--- config.mk ---
export PLATFORM = sky130hd
export DESIGN_NAME = alu_exec_stage
export DESIGN_NICKNAME = d
export VERILOG_FILES = /design/src/rtl/cpu_types_pkg.sv /design/src/rtl/alu_operand_mux.sv /design/src/rtl/alu_exec_stage.sv
export SDC_FILE = /design/constraint.sdc
export NUM_CORES = 1
export LEC_CHECK = 0
export ABC_AREA = 1
export BUFFER_PORTS_ARGS = -buffer_cell sky130_fd_sc_hd__buf_2
export CAP_MARGIN = 20
export CORE_MARGIN = 8
export CORE_UTILIZATION = 35
export CTS_CLUSTER_SIZE = 25
export DETAILED_ROUTE_END_ITERATION = 8
export GPL_ROUTABILITY_DRIVEN = 0
export PLACE_DENSITY = 0.67
export SLEW_MARGIN = 20
export SYNTH_ARGS = -nofsm -noshare
export SYNTH_HDL_FRONTEND = slang
export SYNTH_SLANG_ARGS = --single-unit
--- constraint.sdc ---
create_clock -name CLK -period 2.4 [get_ports CLK]
set_input_delay 0.24 -clock CLK [delete_from_list [all_inputs] [get_ports CLK]]
set_output_delay 0.24 -clock CLK [all_outputs]
set_load 0.005 [all_outputs]
--- src/rtl/cpu_types_pkg.sv ---
// cpu_types_pkg
//   Shared CPU types: machine word, register index, ALU operation codes,
//   execute-stage operand source select and branch type encodings, plus
//   the 16-bit immediate sign-extension helper used for operand and
//   branch-target generation.
package cpu_types_pkg;

  localparam int WORD_W = 32;
  localparam int REG_W  = 5;

  typedef logic [WORD_W-1:0] word_t;
  typedef logic [REG_W-1:0]  regbits_t;

  // ALU operation codes understood by the single-cycle ALU.
  typedef enum logic [3:0] {
    ALU_SLL  = 4'd0,
    ALU_SRL  = 4'd1,
    ALU_ADD  = 4'd2,
    ALU_SUB  = 4'd3,
    ALU_AND  = 4'd4,
    ALU_OR   = 4'd5,
    ALU_XOR  = 4'd6,
    ALU_NOR  = 4'd7,
    ALU_SLT  = 4'd8,
    ALU_SLTU = 4'd9,
    ALU_ADDU = 4'd10,
    ALU_SUBU = 4'd11
  } aluop_t;

  // Operand source select for the execute stage.
  typedef enum logic [1:0] {
    SRC_RT    = 2'd0,
    SRC_SIMM  = 2'd1,
    SRC_ZIMM  = 2'd2,
    SRC_SHAMT = 2'd3
  } alusrc_t;

  // Branch type; BR_RSV behaves exactly like BR_NONE.
  typedef enum logic [1:0] {
    BR_NONE = 2'd0,
    BR_EQ   = 2'd1,
    BR_NE   = 2'd2,
    BR_RSV  = 2'd3
  } br_t;

  function automatic word_t sext_imm(input logic [15:0] imm);
    return {{16{imm[15]}}, imm};
  endfunction

endpackage

--- src/rtl/alu_operand_mux.sv ---
// alu_operand_mux
//   Combinational operand selection and immediate extension feeding the ALU.
// Ports
//   alusrc   in   operand source select (alusrc_t)
//   rs_data  in   rs register value
//   rt_data  in   rt register value
//   imm      in   16-bit instruction immediate
//   shamt    in   5-bit shift amount
//   port_a   out  ALU operand A
//   port_b   out  ALU operand B
module alu_operand_mux
  import cpu_types_pkg::*;
(
  input  alusrc_t        alusrc,
  input  word_t          rs_data,
  input  word_t          rt_data,
  input  logic [15:0]    imm,
  input  regbits_t       shamt,
  output word_t          port_a,
  output word_t          port_b
);

  // Shifts place the shift amount on A because the ALU shifts B by A[4:0].
  always_comb begin
    port_a = rs_data;
    port_b = rt_data;
    unique case (alusrc)
      SRC_RT:    begin port_a = rs_data;            port_b = rt_data;            end
      SRC_SIMM:  begin port_a = rs_data;            port_b = sext_imm(imm);      end
      SRC_ZIMM:  begin port_a = rs_data;            port_b = {16'h0000, imm};    end
      SRC_SHAMT: begin port_a = {27'b0, shamt};     port_b = rt_data;            end
      default:   begin port_a = rs_data;            port_b = rt_data;            end
    endcase
  end

endmodule

--- src/rtl/alu_exec_stage.sv ---
// alu_exec_stage
//   Execute-stage driver for the single-cycle ALU (initiator side of the ALU
//   interface). Takes one decoded instruction per beat from ID over
//   valid/ready, drives the ALU combinationally, resolves BEQ/BNE from the
//   ALU zero flag and registers the outcome into a one-entry EX/MEM register.
// Configuration
//   OVERFLOW_TRAP_EN : when defined, a checked overflow on an accepted beat
//                      sets ex_exc and suppresses the register write.
//                      When undefined, ex_exc is tied to 0.
// Ports
//   CLK, RST                      clock (rising edge), async active-high reset
//   flush                         kill the EX/MEM entry next cycle
//   id_valid/id_ready             ID handshake
//   id_aluop..id_wsel             decoded instruction fields
//   alu_aluop/port_a/port_b       drive to ALU
//   alu_outport/zero/negative/overflow  ALU response
//   ex_valid/ex_ready             EX/MEM handshake
//   ex_result..ex_exc             registered EX/MEM entry
module alu_exec_stage
  import cpu_types_pkg::*;
(
  input  logic        CLK,
  input  logic        RST,
  input  logic        flush,
  input  logic        id_valid,
  output logic        id_ready,
  input  aluop_t      id_aluop,
  input  word_t       id_rs_data,
  input  word_t       id_rt_data,
  input  logic [15:0] id_imm,
  input  regbits_t    id_shamt,
  input  alusrc_t     id_alusrc,
  input  br_t         id_brtype,
  input  logic        id_ovf_chk,
  input  word_t       id_pc,
  input  regbits_t    id_wsel,
  output aluop_t      alu_aluop,
  output word_t       alu_port_a,
  output word_t       alu_port_b,
  input  word_t       alu_outport,
  input  logic        alu_zero,
  input  logic        alu_negative,
  input  logic        alu_overflow,
  output logic        ex_valid,
  input  logic        ex_ready,
  output word_t       ex_result,
  output regbits_t    ex_wsel,
  output logic        ex_negative,
  output logic        ex_br_taken,
  output word_t       ex_br_target,
  output logic        ex_exc
);

  logic     transfer;
  logic     is_branch;
  logic     br_taken;
  word_t    br_target;
  regbits_t wsel_next;
  logic     exc_next;

  alu_operand_mux u_operand_mux (
    .alusrc  (id_alusrc),
    .rs_data (id_rs_data),
    .rt_data (id_rt_data),
    .imm     (id_imm),
    .shamt   (id_shamt),
    .port_a  (alu_port_a),
    .port_b  (alu_port_b)
  );

  assign alu_aluop = id_aluop;

  // A new beat may enter whenever the register is empty or is being drained.
  assign id_ready = !ex_valid || ex_ready;
  assign transfer = id_valid && id_ready;

  assign br_target = id_pc + 32'd4 + (sext_imm(id_imm) << 2);

  always_comb begin
    is_branch = 1'b0;
    br_taken  = 1'b0;
    unique case (id_brtype)
      BR_EQ:   begin is_branch = 1'b1; br_taken = alu_zero;  end
      BR_NE:   begin is_branch = 1'b1; br_taken = !alu_zero; end
      default: begin is_branch = 1'b0; br_taken = 1'b0;      end
    endcase
  end

`ifdef OVERFLOW_TRAP_EN
  // A trapped overflow keeps the wrapped result but must not write back.
  always_comb begin
    exc_next  = alu_overflow && id_ovf_chk;
    wsel_next = id_wsel;
    if (is_branch || exc_next) begin
      wsel_next = '0;
    end
  end
`else
  logic unused_ovf;
  assign unused_ovf = alu_overflow & id_ovf_chk;

  always_comb begin
    exc_next  = 1'b0;
    wsel_next = is_branch ? regbits_t'(0) : id_wsel;
  end
`endif

  // EX/MEM register: flush wins, then capture, then drain.
  always_ff @(posedge CLK or posedge RST) begin
    if (RST) begin
      ex_valid     <= 1'b0;
      ex_result    <= '0;
      ex_wsel      <= '0;
      ex_negative  <= 1'b0;
      ex_br_taken  <= 1'b0;
      ex_br_target <= '0;
    end else if (flush) begin
      ex_valid <= 1'b0;
    end else if (transfer) begin
      ex_valid     <= 1'b1;
      ex_result    <= alu_outport;
      ex_wsel      <= wsel_next;
      ex_negative  <= alu_negative;
      ex_br_taken  <= br_taken;
      ex_br_target <= br_target;
    end else if (ex_ready) begin
      ex_valid <= 1'b0;
    end
  end

`ifdef OVERFLOW_TRAP_EN
  always_ff @(posedge CLK or posedge RST) begin
    if (RST) begin
      ex_exc <= 1'b0;
    end else if (!flush && transfer) begin
      ex_exc <= exc_next;
    end
  end
`else
  logic unused_exc;
  assign unused_exc = exc_next;
  assign ex_exc     = 1'b0;
`endif

endmodule

==> results of run 1 <==
[state kept, by name, summed over array words and instances (netlist names)]
signal        count
ex_negative       1
ex_result        32
ex_br_target     32
ex_wsel           5
ex_valid          1
ex_br_taken       1
[final cells by class]
cell class / count / area, µm²
Tap cell: 225 / 282
Inverter: 134 / 503
Sequential cell: 72 / 1800
Antenna cell: 6 / 15.0
Fill cell: 1758 / 9000
Clock buffer: 9 / 225
Timing Repair Buffer: 315 / 1630
Clock inverter: 7 / 62.6
Multi-Input combinational cell: 689 / 3600
[placed cells by master, fill, tap and decap left out, types with 3 or more instances in the layout]
| cell type | netlist | layout |
|---|---|---|
| inv_2 | 4 | 6 |
| nand3_2 | 4 | 4 |
| nand4_1 | 4 | 4 |
| nand3_1 | 68 | 68 |
| inv_1 | 129 | 127 |
| xnor2_1 | 13 | 13 |
| nor2_2 | 5 | 5 |
| diode_2 | 0 | 6 |
| dfrtp_1 | 72 | 72 |
| clkbuf_16 | 0 | 9 |
| nor2_4 | 4 | 4 |
| nand2_2 | 8 | 8 |
| buf_4 | 10 | 12 |
| a21oi_1 | 21 | 21 |
| ha_1 | 62 | 62 |
| mux2_2 | 5 | 5 |
| o21ai_1 | 10 | 10 |
| nand2_1 | 388 | 388 |
| o21ai_0 | 26 | 26 |
| nand3b_4 | 3 | 3 |
| nor2_1 | 57 | 57 |
| nand3b_1 | 4 | 4 |
| buf_2 | 10 | 301 |
| clkinv_2 | 0 | 5 |
[path summary, 6_finish.rpt]
| path | from | to | slack, ns |
|---|---|---|---|
| min in group asynchronous | RST | ex_result[7] | 0.48 |
| worst max register to register | ex_valid | ex_result[23] | 0.94 |
| max in group asynchronous | RST | ex_br_target[14] | 1.20 |
| worst min register to register | ex_result[14] | ex_result[14] | 0.46 |
| worst min-delay path | flush | ex_valid | 0.11 |
| worst max-delay path | id_alusrc[1] | alu_port_b[6] | 0.35 |
[stage by stage]
stage	hold slack, ns	setup slack (ns)	instance area [µm²]	cells	power, mW
4_1_cts	0.0895	0.367	8100	1451	4.65
3_3_place_gp	0.289	0.188	7800	1434	3.32
5_1_grt	0.0940	0.234	8110	1456	4.93
2_1_floorplan	0.303	0.335	6070	927	2.56
6_report	0.110	0.352	8110	1457	4.57
3_5_place_dp	0.292	0.165	7800	1434	3.34
[per-layer routing]
layer  GRT usage [%]  share of wire (%)  vias up
met1            21.7                 42     2925
met5               0                  0        -
li1                -                  -     3449
met3            4.80                7.3       28
met2            33.6                 48      264
met4            8.82                3.1        0
[cell families (layout without fill, tap and decap cells)]
| family | Yosys count | in the layout | share of synthesized area (%) |
|---|---|---|---|
| AOI/OAI and AO/OA | 59 | 59 | 4.94 |
| xor gates and xnor gates | 14 | 14 | 2.02 |
| adders and majority gates | 63 | 63 | 13.1 |
| buffers and inverters | 166 | 465 | 11.1 |
| DFF | 72 | 72 | 29.7 |
| muxes | 5 | 5 | 0.927 |
| other | 1 | 7 | 0.0617 |
| and+or+nand+nor | 547 | 547 | 38.2 |
[critical path, delay by kind of cell]
family	cells	cell delay, ns
buffers and inverters	4	0.93
and+or+nand+nor	2	0.44
adders and majority gates	1	0.18
[report_power, final]
group	switching [mW]	internal, mW	total [mW]
clock network	0.475	0.793	1.27
registers	0.106	1.44	1.55
logic	1.01	0.742	1.75
total	1.59	2.98	4.57
==> run summary, run 1 <==
## Outcome
* outcome: complete, no violations

## Synth
* fraction of the yosys area taken by sequential cells: 29.7%
* number of flops mapped to enable cells by yosys: 0
* share of the synthesized area in the top cell type: 29.7%
* per-instance average area after synthesis: 6.55 µm²
* Cell variety after synth: 31
* cell types with the highest counts after synthesis: nand2_1, inv_1, dfrtp_1
* dominant cell type by area after synthesis: dfrtp_1
* most used flip-flop cell after synthesis: dfrtp_1
* total of flip-flops plus latches after synthesis: 72
* number of warnings issued by yosys: 0
* share of async-settable or async-resettable flops after synthesis: 100%
* area of the mapped netlist: 6070 µm²
* gate count after technology mapping: 927
* most frequent cell after synthesis: nand2_1
* net count of the mapped netlist: 1161
* dominant cells by area after synthesis: dfrtp_1, nand2_1, ha_1

## Floorplan
* die extent in x: 148 µm
* floorplan core area: 17100 µm²
* starting density of the core: 35.5%
* full die area: 21800 µm²
* vertical extent of the die: 148 µm
* Rows: 48
* I/O pin cnt: 313

## Worst setup path
* critical-path cell list: buf_2 -> inv_1 -> ha_1 -> inv_1 -> nand3_1 -> nand2_1 -> buf_2
* highest fanout seen on the critical path: 32
* required time at the endpoint of the critical path: 2.16 ns
* highest cell delay on the worst timing path: 0.65 ns
* kind of critical path: in -> out
* slowest CP cell: inv_1
* CP arrival: 1.81 ns
* worst reg-to-reg path cell count: 6
* type of element launching the critical path: primary input
* element type at the critical path end: output port

## Final layout
* share of cells above drive strength 1: 29.9%
* Final Net Count: 1455
* final design utilization: 47.4%
* signed area change from the synthesized netlist to the final layout: 33.6%

## GRT
* number of global-route vias before repair: 6458
* maximum number of pins on one net before global-route repair: 43
* initial antenna violation count: 6
* total congestion overflow: 0
* overall track demand over capacity in global routing: 19.2%
* wire length of the first global-routing pass: 33200 µm

## CTS
* hold bufs inserted after CTS: 1
* Clock Sinks: 72
* Resized cells post-CTS: 0
* total clock buffers created by CTS: 9
* clock tree from TritonCTS: built
* CTS clk-pin slew, worst paths: 0.05 ns
* clock latency of the later-clocked register in the worst-skew pair: 0.33 ns
* maximum level of the CTS H-tree: 3
* Clock Tree Root: clkbuf_16
* Post-CTS Setup Inserts: 0
* Clock Tree Buf Depth: 2

## STA
* total negative setup slack: 0 ns
* slew at the pin with the worst max-slew slack: 0.891 ns
* clock period minus worst slack: 2.05 ns
* top achievable clock speed: 0.488 GHz
* crit share post-route: 85.4%
* skew final: 0.00282 ns
* unrepaired setup endpoints after global routing: no
* Final Setup Violations: 0
* Pins Over Slew Limit: 0
* number of endpoints with negative hold slack in the final report: 0
* relative slew slack: 40.5%

## Flow run
* Maximum Capacitance Violations: 0

## Route
* DR WL/cell: 14.8 µm
* drt initial violations: 343
* Remaining DRCs: 0
* Antenna Violating Nets Remaining: 0
* ratio of routed vias to standard cells: 4.58
* wire length after detailed routing: 21600 µm
* total vias in the final route: 6666
* DRT Pass-1 Iters: 5

## Power and ir drop
* Leak: 5.14 nW
* VDD IR-drop max: 0.409 mV
* PwrDens: 563 nW/µm²

## Placement
* # port buffers: 301
* HPWL after detailed placement: 18800 µm

## Hold path
* type of the most critical hold path: in -> reg
* hold path cells: 2

No activity file was read; power rests on OpenSTA's default activity.
==> run 2: changes to the inputs <==
--- a/config.mk
+++ b/config.mk
@@ -14,6 +14,7 @@
 export DETAILED_ROUTE_END_ITERATION = 8
 export GPL_ROUTABILITY_DRIVEN = 0
 export PLACE_DENSITY = 0.67
+export SETUP_SLACK_MARGIN = 0.5
 export SLEW_MARGIN = 20
 export SYNTH_ARGS = -nofsm -noshare
 export SYNTH_HDL_FRONTEND = slang
==> run 2 against run 1 <==
Against the previous run: the run now ends with negative hold slack left; fmax grew 13%; clock power shrank 6%; global-route usage grew 0.18 points; final area grew 1.3%; routed wire length grew 1.2%; largest cell class unchanged; register-to-register slack gained 0.05 ns; non-clock buffer count shrank 2; sequential share of layout area shrank 0.29 points; worst setup slack gained 0.23 ns.
==> run summary, run 2 (synthesis gave the netlist of run 1 again) <==
## Route
* DR WL/cell: 15.1 µm, was 14.8 µm
* total vias in the final route: 6646, was 6666
* ratio of routed vias to standard cells: 4.58, about the same
* wire length after detailed routing: 21900 µm, was 21600 µm
* Remaining DRCs: 0, unchanged
* Antenna Violating Nets Remaining: 0, unchanged
* DRT Pass-1 Iters: 5, unchanged
* drt initial violations: 250, was 343

## Final layout
* share of cells above drive strength 1: 32.6%, was 29.9%
* most used cells in the layout excluding fill and tap cells: nand2_1, buf_2, inv_1, dfrtp_1, nand3_1, unchanged
* Final Net Count: 1453, was 1455
* registers with the most flip-flops: ex_br_target x32, ex_result x32, ex_wsel x5, unchanged
* fin cells: 1451, was 1457
* commonest non-fill, non-tap cell in the layout: nand2_1, unchanged
* signed area change from the synthesized netlist to the final layout: 35.4%, was 33.6%

## Worst setup path
* worst-case register-to-register setup slack: 0.99 ns, was 0.94 ns
* worst reg-to-reg path cell count: 6, unchanged
* R2R Path End: ex_br_target[20], was ex_result[23]
* kind of critical path: in -> reg, was in -> out
* slowest CP cell: ha_1, was inv_1
* required time at the endpoint of the critical path: 2.61 ns, was 2.16 ns
* Buffers & Inverters on Critical Path: 2, was 4
* CP arrival: 2.03 ns, was 1.81 ns
* highest fanout seen on the critical path: 4, was 32
* startpoint of the lowest-slack register-to-register path: ex_valid, unchanged
* cell occurring most often along the worst timing path: nand2_1
* type of element launching the critical path: primary input, unchanged
* highest cell delay on the worst timing path: 0.40 ns, was 0.65 ns
* Critical Path Start: id_pc[10], was id_alusrc[1]
* element type at the critical path end: flip-flop, was output port
* worst setup path endpoint: ex_br_target[28], was alu_port_b[6]
* kind of cell adding the most delay to the critical path: simple AND/OR/NAND/NOR gates, was buffers and inverters
* critical-path cell list: buf_2 -> ha_1 -> ha_1 -> nand2_2 -> inv_1 -> nand2_1 -> nand2_1 -> nand3b_2 -> nand2_1 -> nand3_1 -> nand3_1 -> nand2_1, was buf_2 -> inv_1 -> ha_1 -> inv_1 -> nand3_1 -> nand2_1 -> buf_2
* cell count along the critical path: 12, was 7

## Power and ir drop
* switching power share of the total: 35.0%, was 34.8%
* VDD IR-drop max: 0.402 mV, was 0.409 mV
* internal cell power: 2.96 mW, was 2.98 mW
* overall power consumption: 4.56 mW, was 4.57 mW
* share of power burned in the clock network: 26.1%, was 27.8%
* PwrDens: 555 nW/µm², was 563 nW/µm²
* Net Switching: 1.60 mW, was 1.59 mW
* combinational fraction of design power: 39.8%, was 38.3%
* Leak: 5.09 nW, was 5.14 nW
* proportion of power drawn by flip-flops and latches: 34.1%, was 33.9%

## STA
* unrepaired setup endpoints after global routing: no, unchanged
* Final Setup Violations: 0, unchanged
* crit share post-route: 75.8%, was 85.4%
* skew final: 0.00383 ns, was 0.00282 ns
* top achievable clock speed: 0.550 GHz, was 0.488 GHz
* worst-case hold slack: -0.00972 ns, was 0.110 ns
* Pins Over Slew Limit: 0, unchanged
* relative slew slack: 58.2%, was 40.5%
* slew at the pin with the worst max-slew slack: 0.625 ns, was 0.891 ns
* clock period minus worst slack: 1.82 ns, was 2.05 ns
* number of endpoints with negative hold slack in the final report: 9, was 0
* total negative setup slack: 0 ns, unchanged

## GRT
* wire length of the first global-routing pass: 33700 µm, was 33200 µm
* number of global-route vias before repair: 6518, was 6458
* maximum number of pins on one net before global-route repair: 48, was 43
* initial antenna violation count: 3, was 6
* overall track demand over capacity in global routing: 19.4%, was 19.2%
* total congestion overflow: 0, unchanged

## Placement
* HPWL after detailed placement: 18700 µm, was 18800 µm
* # port buffers: 301, unchanged
* cell count after placement: 1432, was 1434

## Outcome
* violations in the final reports: negative hold slack
* outcome: finished, violations left, was complete, no violations

## CTS
* clock latency of the later-clocked register in the worst-skew pair: 0.32 ns, was 0.33 ns
* Clock Tree Root: clkbuf_16, unchanged
* Clock Sinks: 72, unchanged
* Clock Tree Buf Depth: 2, unchanged
* total clock buffers created by CTS: 9, unchanged
* CTS clk-pin slew, worst paths: 0.05 ns, about the same
* maximum level of the CTS H-tree: 3, unchanged
* clock tree from TritonCTS: built, unchanged

## Floorplan
* I/O pin cnt: 313, unchanged
* die extent in x: 148 µm, unchanged
* starting density of the core: 35.5%, unchanged
* vertical extent of the die: 148 µm, unchanged
* full die area: 21800 µm², unchanged
* floorplan core area: 17100 µm², unchanged
* Rows: 48, unchanged

## Flow run
* Maximum Capacitance Violations: 0, unchanged

## Hold path
* type of the most critical hold path: in -> async, was in -> reg

## run 2: metal layers
metal  up-vias  share of wire (%)  GRT usage [%]
met5         -                  0              0
met2       261                 49           34.2
met1      2908                 41           21.8
li1       3448                  -              -
met4         0                2.6           7.55
met3        29                7.7           5.50
## run 2: final cells by class
class,instances,area (µm²)
Antenna cell,3,7.51
Clock buffer,12,256
Clock inverter,3,17.5
Fill cell,1776,8890
Inverter,134,507
Multi-Input combinational cell,689,3740
Sequential cell,72,1800
Tap cell,225,282
Timing Repair Buffer,313,1610
## run 2: worst min path at each step
stage / startpoint / to / cells after the start
CTS: RST / ex_result[3] / 2
floorplan: flush / ex_valid / 1
global route: RST / ex_result[3] / 2
detailed placement: RST / ex_result[3] / 2
finish: RST / ex_result[3] / 2
global placement: RST / ex_result[0] / 2
## run 2: power by group through the flow
stage / sequential (mW) / combinational [mW] / clock (mW)
6_report: 1.56 / 1.81 / 1.19
2_1_floorplan: 1.60 / 0.962 / 0
3_5_place_dp: 1.58 / 1.77 / 0
4_1_cts: 1.56 / 1.79 / 1.24
3_3_place_gp: 1.56 / 1.76 / 0
5_1_grt: 1.58 / 2.05 / 1.29
## run 2: what timing repair did
item                       CTS  global route
gates cloned                 0             0
hold buffers                 0             0
setup endpoints to repair    9            17
resized for setup            3            33
hold endpoints to repair     0             0
buffers inserted             0             1
pin swaps                    0             1
## run 2: per-stage QoR
step | hold slack [ns] | cell area, µm² | setup WS [ns] | util, %
final | -0.00972 | 8220 | 0.580 | 48.0
after global routing | 0.0424 | 8220 | 0.481 | 48.0
after CTS | 0.0167 | 8070 | 0.543 | 47.2
after detailed placement | 0.365 | 7790 | 0.146 | 45.5
after global placement | 0.353 | 7790 | 0.176 | 45.5
after floorplan | 0.303 | 6080 | 0.508 | -
==> run 3: changes to the inputs <==
==> constraint.sdc (replaced) <==
create_clock -name CLK -period 1.7 [get_ports CLK]
set_input_delay 0.17 -clock CLK [delete_from_list [all_inputs] [get_ports CLK]]
set_output_delay 0.17 -clock CLK [all_outputs]
set_load 0.005 [all_outputs]
==> run 3 against run 2 <==
Against the previous run: the run now ends clean; utilization up 20 points; total power up 82%; via count up 10%; count of clock-buffer cells in the layout down 2; non-clock buffer count up 98; die area unchanged; global-route usage up 2.5 points; final area up 42%; hold slack better by 0.044 ns; final cell count up 6.7%; sequential power up 46%; worst setup slack worse by 0.39 ns.
==> run summary, run 3 (synthesis gave the netlist of run 1 again) <==
## Outcome
* outcome: complete, no violations, was finished, violations left

## GRT
* total congestion overflow: 0, unchanged
* initial antenna violation count: 0, was 3
* overall track demand over capacity in global routing: 22.0%, was 19.4%
* maximum number of pins on one net before global-route repair: 73, was 48
* number of global-route vias before repair: 7297, was 6518
* wire length of the first global-routing pass: 38400 µm, was 33700 µm

## Worst setup path
* CP arrival: 1.74 ns, was 2.03 ns
* type of element launching the critical path: primary input, unchanged
* highest fanout seen on the critical path: 8, was 4
* R2R Path End: ex_result[13], was ex_br_target[20]
* worst reg-to-reg path cell count: 9, was 6
* worst-case register-to-register setup slack: 0.25 ns, was 0.99 ns
* element type at the critical path end: flip-flop, unchanged
* required time at the endpoint of the critical path: 1.93 ns, was 2.61 ns
* startpoint of the lowest-slack register-to-register path: ex_valid, unchanged
* kind of critical path: in -> reg, unchanged

## Final layout
* signed area change from the synthesized netlist to the final layout: 92.3%, was 35.4%
* registers with the most flip-flops: ex_br_target x32, ex_result x32, ex_wsel x5, unchanged
* share of cells above drive strength 1: 59.3%, was 32.6%
* fin cells: 1548, was 1451
* final design utilization: 68.2%, was 48.0%
* commonest non-fill, non-tap cell in the layout: buf_2, was nand2_1
* number of diodes: 0, was 3
* most used cells in the layout excluding fill and tap cells: buf_2, nand2_1, nand2_2, inv_1, dfrtp_1, was nand2_1, buf_2, inv_1, dfrtp_1, nand3_1
* Final Net Count: 1553, was 1453

## Floorplan
* vertical extent of the die: 148 µm, unchanged
* starting density of the core: 35.5%, unchanged
* I/O pin cnt: 313, unchanged
* floorplan core area: 17100 µm², unchanged
* die extent in x: 148 µm, unchanged
* Rows: 48, unchanged
* full die area: 21800 µm², unchanged

## Power and ir drop
* Leak: 6.27 nW, was 5.09 nW
* overall power consumption: 8.29 mW, was 4.56 mW
* PwrDens: 710 nW/µm², was 555 nW/µm²
* VDD IR-drop max: 0.564 mV, was 0.402 mV

## STA
* number of endpoints with negative hold slack in the final report: 0, was 9
* skew final: 0.00521 ns, was 0.00383 ns
* Pins Over Slew Limit: 0, unchanged
* Final Setup Violations: 0, unchanged
* top achievable clock speed: 0.661 GHz
* unrepaired setup endpoints after global routing: yes, was no
* clock period minus worst slack: 1.51 ns
* crit share post-route: 89.0%

## Placement
* HPWL after detailed placement: 17900 µm, was 18700 µm
* cell count after placement: 1472, was 1432
* # port buffers: 301, unchanged

## CTS
* clock tree from TritonCTS: built, unchanged
* CTS clk-pin slew, worst paths: 0.06 ns, was 0.05 ns
* maximum level of the CTS H-tree: 3, unchanged
* total clock buffers created by CTS: 9, unchanged
* Clock Tree Buf Depth: 2, unchanged
* Clock Sinks: 72, unchanged
* clock latency of the later-clocked register in the worst-skew pair: 0.33 ns, was 0.32 ns
* Clock Tree Root: clkbuf_16, unchanged

## Hold path
* hold-critical path endpoint: ex_br_target[1]
* hold path cells: 3
* type of the most critical hold path: in -> reg, was in -> async
* source of the worst hold timing path: id_pc[1]

## Route
* Remaining DRCs: 0, unchanged
* ratio of routed vias to standard cells: 4.74, was 4.58
* total vias in the final route: 7340, was 6646
* drt initial violations: 304, was 250
* DRT Pass-1 Iters: 4, was 5
* Antenna Violating Nets Remaining: 0, unchanged
* DR WL/cell: 16.9 µm, was 15.1 µm
* wire length after detailed routing: 26200 µm, was 21900 µm

## Flow run
* Maximum Capacitance Violations: 0, unchanged

run 3: repair_timing:
item                       in CTS  in global routing
hold buffers                    1                  0
hold endpoints to repair       72                  0
pin swaps                     122                102
resized for setup             245                130
cloned                         20                  9
setup buffers                  18                 13
setup endpoints to repair     134                104
run 3: routing by layer:
metal / share of wire (%) / vias to the layer above / GRT usage [%]
met4: 3.0 / 0 / 6.63
met2: 49 / 273 / 37.8
met5: 0 / - / 0
li1: - / 3658 / -
met3: 6.3 / 41 / 4.62
met1: 41 / 3368 / 27.0
run 3: cell type report:
type,count,area (µm²)
Clock buffer,10,239
Clock inverter,5,57.6
Fill cell,1325,5440
Inverter,134,548
Multi-Input combinational cell,689,5480
Sequential cell,72,1800
Tap cell,225,282
Timing Repair Buffer,411,3240
Timing Repair inverter,2,27.5
run 3: stage by stage:
step / instance area, µm² / setup TNS, ns / worst slack, ns / hold slack [ns]
global placement: 9010 / -3.48 / -0.257 / 0.305
floorplan: 6940 / 0 / 0.0144 / 0.233
finish: 11700 / 0 / 0.186 / 0.0345
detailed placement: 9010 / -4.00 / -0.276 / 0.308
CTS: 10900 / 0 / 0.229 / 0.0160
global route: 11700 / 0 / 0.0866 / 0.0440
run 3: power by group:
| part | switching (mW) | leakage [nW] | internal [mW] |
|---|---|---|---|
| Sequential | 0.226 | 0.896 | 2.04 |
| Clock | 0.721 | 0.137 | 1.16 |
| Combinational | 2.08 | 5.24 | 2.05 |
| Total | 3.03 | 6.27 | 5.26 |
run 3: worst max path at each step:
stage / startpoint / end / slack (ns) / cells past startpoint
floorplan: id_imm[1] / ex_br_target[17] / 0.01 / 11
global placement: id_imm[15] / ex_br_target[25] / -0.26 / 13
detailed placement: id_imm[15] / ex_br_target[25] / -0.28 / 13
CTS: id_imm[15] / ex_br_target[30] / 0.23 / 14
global route: id_imm[15] / ex_br_target[28] / 0.09 / 14
finish: id_imm[15] / ex_br_target[29] / 0.19 / 13
run 3: critical path, stage by stage:
cell	delay [ns]
buf_8	0.11
buf_12	0.15
ha_4	0.22
ha_4	0.31
nand2_4	0.08
nor2_4	0.15
nand2_2	0.09
nor2_2	0.12
nand2_2	0.08
nand2_1	0.07
nand2_1	0.04
nand3_1	0.08
nand2_1	0.05
